File: config.mk
export PLATFORM = sky130hd
export DESIGN_NAME = bcd_mul_seq
export DESIGN_NICKNAME = d
export VERILOG_FILES = /design/src/rtl/calc_pkg.sv /design/src/rtl/bcd_add32c.sv /design/src/rtl/bcd_mul_seq.sv
export SDC_FILE = /design/constraint.sdc
export NUM_CORES = 1
export LEC_CHECK = 0
export BUFFER_PORTS_ARGS = -buffer_cell sky130_fd_sc_hd__buf_2
export CAP_MARGIN = 20
export CELL_PAD_IN_SITES_DETAIL_PLACEMENT = 1
export CELL_PAD_IN_SITES_GLOBAL_PLACEMENT = 1
export CORE_ASPECT_RATIO = 0.6
export CORE_UTILIZATION = 40
export DETAILED_ROUTE_END_ITERATION = 10
export GPL_TIMING_DRIVEN = 0
export PLACE_DENSITY = 0.69
export SYNTH_ARGS = -nofsm -noshare
export SYNTH_HDL_FRONTEND = slang
export SYNTH_SLANG_ARGS = --single-unit
File: constraint.sdc
create_clock -name hz100 -period 28.3 [get_ports hz100]
set_input_delay 4.245 -clock hz100 [delete_from_list [all_inputs] [get_ports hz100]]
set_output_delay 4.245 -clock hz100 [all_outputs]
set_load 0.05 [all_outputs]
File: src/rtl/calc_pkg.sv
// ---------------------------------------------------------------------------
// calc_pkg
// Shared definitions for the calculator datapath: operand sizing, the BCD
// digit limit, the multiplier FSM encoding and the calculator key/op codes.
// Also carries a helper that flags operands holding non-decimal nibbles.
// ---------------------------------------------------------------------------
package calc_pkg;

    // Operand / result sizing
    localparam int DIGITS = 8;
    localparam int WIDTH  = 4 * DIGITS;

    // Largest legal value of one BCD digit
    localparam logic [3:0] BCD_MAX = 4'd9;

    // Number of multiplier digits processed per multiply
    localparam logic [3:0] POS_INIT = 4'(DIGITS);

    // Multiplier FSM encoding, kept as plain constants for legacy users
    localparam logic [1:0] ST_IDLE  = 2'd0;
    localparam logic [1:0] ST_SHIFT = 2'd1;
    localparam logic [1:0] ST_ADD   = 2'd2;
    localparam logic [1:0] ST_DONE  = 2'd3;

    // Same encoding as an enum for debug/waveform readability
    typedef enum logic [1:0] {
        IDLE  = ST_IDLE,
        SHIFT = ST_SHIFT,
        ADD   = ST_ADD,
        DONE  = ST_DONE
    } state_e;

    // Calculator operations; OP_MUL selects the sequential multiplier
    typedef enum logic [2:0] {
        OP_NONE = 3'd0,
        OP_ADD  = 3'd1,
        OP_SUB  = 3'd2,
        OP_MUL  = 3'd3
    } calc_op_e;

    // Keypad codes for the operator keys
    localparam logic [4:0] KEY_PLUS   = 5'h10;
    localparam logic [4:0] KEY_MINUS  = 5'h11;
    localparam logic [4:0] KEY_EQUALS = 5'h12;
    localparam logic [4:0] KEY_MUL    = 5'h13;

    // True when any nibble of v is above 9
    function automatic logic bcd_invalid(input logic [WIDTH-1:0] v);
        logic bad;
        bad = 1'b0;
        for (int i = 0; i < DIGITS; i++) begin
            if (v[4*i +: 4] > BCD_MAX) begin
                bad = 1'b1;
            end else begin
                bad = bad;
            end
        end
        return bad;
    endfunction

endpackage

File: src/rtl/bcd_add32c.sv
// ---------------------------------------------------------------------------
// bcd_add32c
// Ripple-carry BCD adder over DIGITS decimal digits, carry-in tied to 0.
// Ports:
//   x, y  : BCD addends (4*DIGITS bits, digits assumed valid)
//   sum   : BCD sum modulo 10^DIGITS
//   cout  : decimal carry out of the most significant digit
// ---------------------------------------------------------------------------
module bcd_add_cell (
    input  logic [3:0] x,
    input  logic [3:0] y,
    input  logic       cin,
    output logic [3:0] s,
    output logic       cout
);

    logic [4:0] raw_s;
    logic [4:0] fix_s;

    assign raw_s = {1'b0, x} + {1'b0, y} + {4'd0, cin};
    // Adding 6 skips the six unused codes 10..15 and wraps the digit
    assign fix_s = raw_s + 5'd6;

    // Decimal correction of one digit
    always_comb begin
        s    = raw_s[3:0];
        cout = 1'b0;
        if (raw_s > 5'd9) begin
            s    = fix_s[3:0];
            cout = 1'b1;
        end else begin
            s    = raw_s[3:0];
            cout = 1'b0;
        end
    end

endmodule

module bcd_add32c
    import calc_pkg::*;
(
    input  logic [WIDTH-1:0] x,
    input  logic [WIDTH-1:0] y,
    output logic [WIDTH-1:0] sum,
    output logic             cout
);

    logic [DIGITS:0] carry_s;

    assign carry_s[0] = 1'b0;

    for (genvar i = 0; i < DIGITS; i++) begin : g_digit
        bcd_add_cell u_cell (
            .x    (x[4*i +: 4]),
            .y    (y[4*i +: 4]),
            .cin  (carry_s[i]),
            .s    (sum[4*i +: 4]),
            .cout (carry_s[i+1])
        );
    end

    assign cout = carry_s[DIGITS];

endmodule

File: src/rtl/bcd_mul_seq.sv
// ---------------------------------------------------------------------------
// bcd_mul_seq
// Sequential 8-digit BCD multiplier. Walks the multiplier from its most
// significant digit: shift the running product one digit left, then add the
// multiplicand as many times as the current multiplier digit says.
// Ports:
//   hz100  : clock, all state on rising edge
//   reset  : asynchronous active-low reset
//   start  : begin a multiply (only honoured in IDLE)
//   abort  : cancel an operation in progress, no done pulse
//   a, b   : multiplicand / multiplier, 8 BCD digits each
//   busy   : high in every state except IDLE
//   done   : one-cycle pulse with the final result
//   result : low 8 digits of the product, held until the next done
//   ovf    : product did not fit in 8 digits
//   err    : an operand had a nibble above 9
// ---------------------------------------------------------------------------
module bcd_mul_seq
    import calc_pkg::*;
(
    input  logic             hz100,
    input  logic             reset,
    input  logic             start,
    input  logic             abort,
    input  logic [WIDTH-1:0] a,
    input  logic [WIDTH-1:0] b,
    output logic             busy,
    output logic             done,
    output logic [WIDTH-1:0] result,
    output logic             ovf,
    output logic             err
);

    logic [1:0]       state_r;
    logic [1:0]       state_nxt_s;
    logic [WIDTH-1:0] mcand_r;
    logic [WIDTH-1:0] mplier_r;
    logic [WIDTH-1:0] acc_r;
    logic [3:0]       dcnt_r;
    logic [3:0]       pos_r;
    logic             ovf_wk_r;
    logic             err_wk_r;
    logic [WIDTH-1:0] result_r;
    logic             ovf_hold_r;
    logic             err_hold_r;
    logic [WIDTH-1:0] sum_s;
    logic             carry_s;
    logic             abort_s;
    logic             bad_op_s;
    logic             done_s;

    bcd_add32c u_add (
        .x    (acc_r),
        .y    (mcand_r),
        .sum  (sum_s),
        .cout (carry_s)
    );

    // abort only counts while an operation is in flight
    assign abort_s  = abort & (state_r != ST_IDLE);
    assign bad_op_s = bcd_invalid(a) | bcd_invalid(b);
    // done is cut combinationally so an abort in DONE never shows a pulse
    assign done_s   = (state_r == ST_DONE) & ~abort;

    // Next-state logic; abort overrides every other transition
    always_comb begin
        state_nxt_s = state_r;
        if (abort_s) begin
            state_nxt_s = ST_IDLE;
        end else begin
            case (state_r)
                ST_IDLE: begin
                    if (start) begin
                        state_nxt_s = bad_op_s ? ST_DONE : ST_SHIFT;
                    end else begin
                        state_nxt_s = ST_IDLE;
                    end
                end
                ST_SHIFT: begin
                    state_nxt_s = ST_ADD;
                end
                ST_ADD: begin
                    // dcnt==0 costs one cycle even for a zero digit
                    if (dcnt_r != 4'd0) begin
                        state_nxt_s = ST_ADD;
                    end else if (pos_r == 4'd0) begin
                        state_nxt_s = ST_DONE;
                    end else begin
                        state_nxt_s = ST_SHIFT;
                    end
                end
                ST_DONE: begin
                    state_nxt_s = ST_IDLE;
                end
                default: begin
                    state_nxt_s = ST_IDLE;
                end
            endcase
        end
    end

    // State register
    always_ff @(posedge hz100 or negedge reset) begin
        if (!reset) begin
            state_r <= ST_IDLE;
        end else begin
            state_r <= state_nxt_s;
        end
    end

    // Shift-and-add datapath; frozen on abort since the work is discarded
    always_ff @(posedge hz100 or negedge reset) begin
        if (!reset) begin
            mcand_r  <= {WIDTH{1'b0}};
            mplier_r <= {WIDTH{1'b0}};
            acc_r    <= {WIDTH{1'b0}};
            dcnt_r   <= 4'd0;
            pos_r    <= 4'd0;
            ovf_wk_r <= 1'b0;
            err_wk_r <= 1'b0;
        end else if (abort_s) begin
            acc_r <= acc_r;
        end else begin
            case (state_r)
                ST_IDLE: begin
                    if (start && bad_op_s) begin
                        acc_r    <= {WIDTH{1'b0}};
                        ovf_wk_r <= 1'b0;
                        err_wk_r <= 1'b1;
                    end else if (start) begin
                        mcand_r  <= a;
                        mplier_r <= b;
                        acc_r    <= {WIDTH{1'b0}};
                        pos_r    <= POS_INIT;
                        ovf_wk_r <= 1'b0;
                        err_wk_r <= 1'b0;
                    end else begin
                        acc_r <= acc_r;
                    end
                end
                ST_SHIFT: begin
                    // A nonzero top digit is about to fall off the product
                    if (acc_r[WIDTH-1 -: 4] != 4'd0) begin
                        ovf_wk_r <= 1'b1;
                    end else begin
                        ovf_wk_r <= ovf_wk_r;
                    end
                    acc_r    <= {acc_r[WIDTH-5:0], 4'd0};
                    dcnt_r   <= mplier_r[WIDTH-1 -: 4];
                    mplier_r <= {mplier_r[WIDTH-5:0], 4'd0};
                    pos_r    <= pos_r - 4'd1;
                end
                ST_ADD: begin
                    if (dcnt_r != 4'd0) begin
                        acc_r    <= sum_s;
                        ovf_wk_r <= ovf_wk_r | carry_s;
                        dcnt_r   <= dcnt_r - 4'd1;
                    end else begin
                        dcnt_r <= dcnt_r;
                    end
                end
                ST_DONE: begin
                    acc_r <= acc_r;
                end
                default: begin
                    acc_r <= acc_r;
                end
            endcase
        end
    end

    // Held copy of the last completed result, captured as DONE retires
    always_ff @(posedge hz100 or negedge reset) begin
        if (!reset) begin
            result_r   <= {WIDTH{1'b0}};
            ovf_hold_r <= 1'b0;
            err_hold_r <= 1'b0;
        end else if (done_s) begin
            result_r   <= acc_r;
            ovf_hold_r <= ovf_wk_r;
            err_hold_r <= err_wk_r;
        end else begin
            result_r   <= result_r;
            ovf_hold_r <= ovf_hold_r;
            err_hold_r <= err_hold_r;
        end
    end

    // Output select: the fresh value during the done cycle, the held one otherwise
    always_comb begin
        busy = (state_r != ST_IDLE);
        done = done_s;
        if (done_s) begin
            result = acc_r;
            ovf    = ovf_wk_r;
            err    = err_wk_r;
        end else begin
            result = result_r;
            ovf    = ovf_hold_r;
            err    = err_hold_r;
        end
    end

endmodule
==> impl_metrics.py <==
metrics = {
    "worst_setup_path": {
        "setup.worst_path.start": "acc_r[0]$_DFFE_PN0P_",
        "critical_path.most_common_cell": "fa_1",
        "slowest_delay_ns": 0.50,
        "arrival_ns": 14.97,
        "rr_endpoint": "acc_r[30]$_DFFE_PN0P_",
        "cp_max_fo": 4,
        "r2r.worst_path.cells": 57,
        "r2r_slack_ns": 13.68,
        "crit_required_ns": 28.65,
        "endpoint_kind": "flip-flop",
        "path_class": "reg2reg",
        "start_kind": "flip-flop",
        "reg2reg_from": "acc_r[0]$_DFFE_PN0P_",
        "cpMaxStageDelayCell": "o31ai_1",
    },
    "clock_tree": {
        "clkTransAtPathRegs_ns": 0.06,
        "holdBufCountCts": 0,
        "root_buffer": "clkbuf_16",
        "cts_resized": 0,
        "post-cts-setup-buffer-count": 0,
        "clock_latency_ns": 0.43,
        "clock_path_buffers": 2,
        "cts_buffers": 17,
        "tritoncts": "built",
        "cts_sinks": 142,
        "cts_max_level": 4,
    },
    "placed_design": {
        "dpl.hpwl_mm": 16.3,
        "routabilityCongestion": 0.814,
        "portBuffers": 103,
    },
    "logic_synthesis": {
        "async_reset_ff_share_pct": 100,
        "syn_nets": 827,
        "ys_seq_elements": 142,
        "synth_ff_type": "dfrtp_1",
        "avgSynthCellArea_sq_um": 11.0,
        "ys_seq_area_share_pct": 45.8,
        "yosysUniqueCellTypes": 55,
        "netlist_area_sq_um": 7750,
        "synth-edff-count": 0,
        "yosys_warnings": 0,
        "syn_inst": 703,
    },
    "routing": {
        "vias": 5797,
        "via_per_inst": 5.34,
        "top_layer_used": "met4",
        "drt-initial-drc-count": 441,
        "met1_length_mm": 10.8,
        "met2_length_mm": 9.52,
        "wl_per_cell_um": 19.6,
        "dr.pass1.iters": 4,
        "routed_wirelength_mm": 21.3,
        "met3_length_um": 785,
        "detail-route-antenna-nets": 0,
        "drc": 0,
    },
    "global_route": {
        "grt_max_degree": 97,
        "grt_pass1_wl_mm": 34.6,
        "track_usage_pct": 22.9,
        "grt_pass1_vias": 6206,
        "antenna_found_initial": 0,
        "gr-total-overflow": 0,
    },
    "hold_path": {
        "hold_end": "result_r[22]$_DFF_PN0_",
        "hold_path_class": "reg2reg",
        "min_path_cells": 1,
        "holdCritStartpoint": "result_r[22]$_DFF_PN0_",
    },
    "floorplanning": {
        "io_pins": 104,
        "core_sq_um": 19000,
        "rows": 39,
        "die_y_um": 110,
        "fp.dieArea_sq_um": 20000,
        "dieWidth_um": 182,
        "start_util_pct": 40.8,
    },
    "finish": {
        "fillers": 2110,
        "nets": 950,
        "multiInputGateArea_sq_um": 3860,
        "area_delta_synth_final_pct": 18.4,
        "final_util_pct": 48.3,
        "antenna_cells": 0,
        "regArea_sq_um": 3550,
        "drive_gt1_share_pct": 28.1,
    },
    "flow_run": {
        "drv_cap": 0,
    },
    "power": {
        "finalPower_mw": 0.605,
        "leakage_nw": 4.69,
        "power_density_nw_per_um2": 66.0,
        "ir_drop_uv": 43.6,
    },
    "sta": {
        "fin_tns_setup_ns": 0,
        "fmax_mhz": 68.4,
        "drv_slew": 0,
        "fin_crit_sh_pct": 51.7,
        "max_slew_margin_pct": 55.1,
        "setup_viol": 0,
        "tightest_slew_ns": 0.674,
        "finalClockSkew_ns": 0.0100,
        "rsz0062_at_grt": "false",
        "hold_viol": 0,
        "min_period_ns": 14.62,
    },
    "status": {
        "outcome": "finished clean",
    },
}
## final cells by class
cell class | instances | share of cell area, %
clock buffers | 22 | 4.95
plain buffers | 30 | 1.76
flip-flops and latches | 142 | 38.7
repair buffers | 104 | 5.99
multi-input cells | 483 | 42.0
inverters | 48 | 1.96
clock inverters | 10 | 1.24
well taps | 246 | 3.35
## state kept, by name, indices dropped and copies added, names as in the netlist
signal / flops
ovf_wk_r: 1
acc_r: 32
state_r: 2
result_r: 32
dcnt_r: 4
pos_r: 4
mplier_r: 32
err_hold_r: 1
mcand_r: 32
err_wk_r: 1
ovf_hold_r: 1
## synth_stat cells (3+ instances only)
cell type	count	area share, %
dfrtp_1	142	46
mux2_2	73	11
o21ai_0	64	4.1
nand2_1	61	3.0
inv_1	48	2.3
ha_1	41	6.6
mux2i_1	40	5.2
o21ai_1	24	1.5
a22oi_1	21	2.0
a21oi_1	19	1.2
xnor2_1	17	1.9
fa_1	15	3.9
buf_2	11	0.71
nor2_1	11	0.53
clkbuf_1	10	0.48
a21boi_0	8	0.77
nor3b_1	8	0.77
a21o_1	7	0.68
and2_1	7	0.56
nor2b_1	6	0.48
o221ai_1	6	0.68
o31ai_1	6	0.58
or2_2	6	0.48
nand3_1	4	0.26
nand4_1	4	0.32
nor3_1	4	0.26
and3_1	3	0.24
buf_4	3	0.29
buf_6	3	0.44
## power by group
part	total [mW]	leakage [nW]	internal [mW]	switching [mW]
Combinational	0.144	2.50	0.0458	0.0979
Clock	0.221	0.267	0.132	0.0889
Sequential	0.241	1.93	0.225	0.0166
Total	0.605	4.69	0.402	0.203
## metrics by stage
stage          worst slack, ns  cell area, sq um  hold WS (ns)  std cells
5_1_grt                  12.68              9180         0.513       1085
2_1_floorplan            15.94              7750         0.450        703
4_1_cts                  13.61              9180         0.496       1085
3_3_place_gp             14.39              8580         0.473       1052
3_5_place_dp             13.71              8610         0.484       1053
6_report                 13.68              9180         0.493       1085
## cell usage in the layout, fill, tap and decap left out, types with 4 or more instances in the layout
master / netlist / routed
clkbuf_16: 0 / 17
clkinvlp_4: 0 / 4
nor3b_1: 8 / 8
inv_1: 48 / 48
or2_2: 6 / 6
a22oi_1: 21 / 21
o21ai_1: 24 / 24
and2_1: 7 / 7
a21o_1: 7 / 7
a21boi_0: 8 / 8
o21ai_0: 64 / 64
nand3_1: 4 / 4
nor2b_1: 6 / 6
buf_2: 11 / 113
o221ai_1: 6 / 6
mux2_2: 73 / 73
a21oi_1: 19 / 19
mux2i_1: 40 / 40
fa_1: 15 / 15
o31ai_1: 6 / 6
xnor2_1: 17 / 17
buf_6: 3 / 4
dfrtp_1: 142 / 142
nor3_1: 4 / 4
nand4_1: 4 / 4
nand2_1: 61 / 61
ha_1: 41 / 41
nor2_1: 11 / 11
clkbuf_1: 10 / 14
## per-layer routing
layer	vias to the layer above	global-route usage, %
met4	0	6.11
met1	2954	33.2
met5	-	0
met2	98	34.5
li1	2732	-
met3	13	4.90
## cells by family (layout without fill, tap and decap cells)
family	count (synthesis)	after routing	synth area share [%]
AOI/OAI and AO/OA	168	168	13.1
DFF	142	142	45.8
and+or+nand+nor	127	127	8.30
muxes	113	113	15.8
buffers and inverters	78	214	4.41
adders and majority gates	56	56	10.5
xor gates and xnor gates	19	19	2.15
## critical path: cells and delay by family, from the launching register on
family,cells,cell delay [ns]
fa+ha+maj,18,5.99
flops,1,0.43
simple gates,6,1.21
compound gates,11,3.92
xor+xnor,7,1.08
mux,1,0.39
buf+inv,14,1.49
## how the worst max path moves through the flow
stage / slack, ns / cells past startpoint / to
final: 13.68 / 57 / acc_r[30]$_DFFE_PN0P_
after global routing: 12.68 / 57 / acc_r[30]$_DFFE_PN0P_
after CTS: 13.61 / 57 / acc_r[30]$_DFFE_PN0P_
after detailed placement: 13.71 / 57 / acc_r[30]$_DFFE_PN0P_
after global placement: 14.39 / 57 / acc_r[30]$_DFFE_PN0P_
after floorplan: 15.94 / 57 / acc_r[30]$_DFFE_PN0P_
Note: power is estimated with default switching activity, not from simulation.
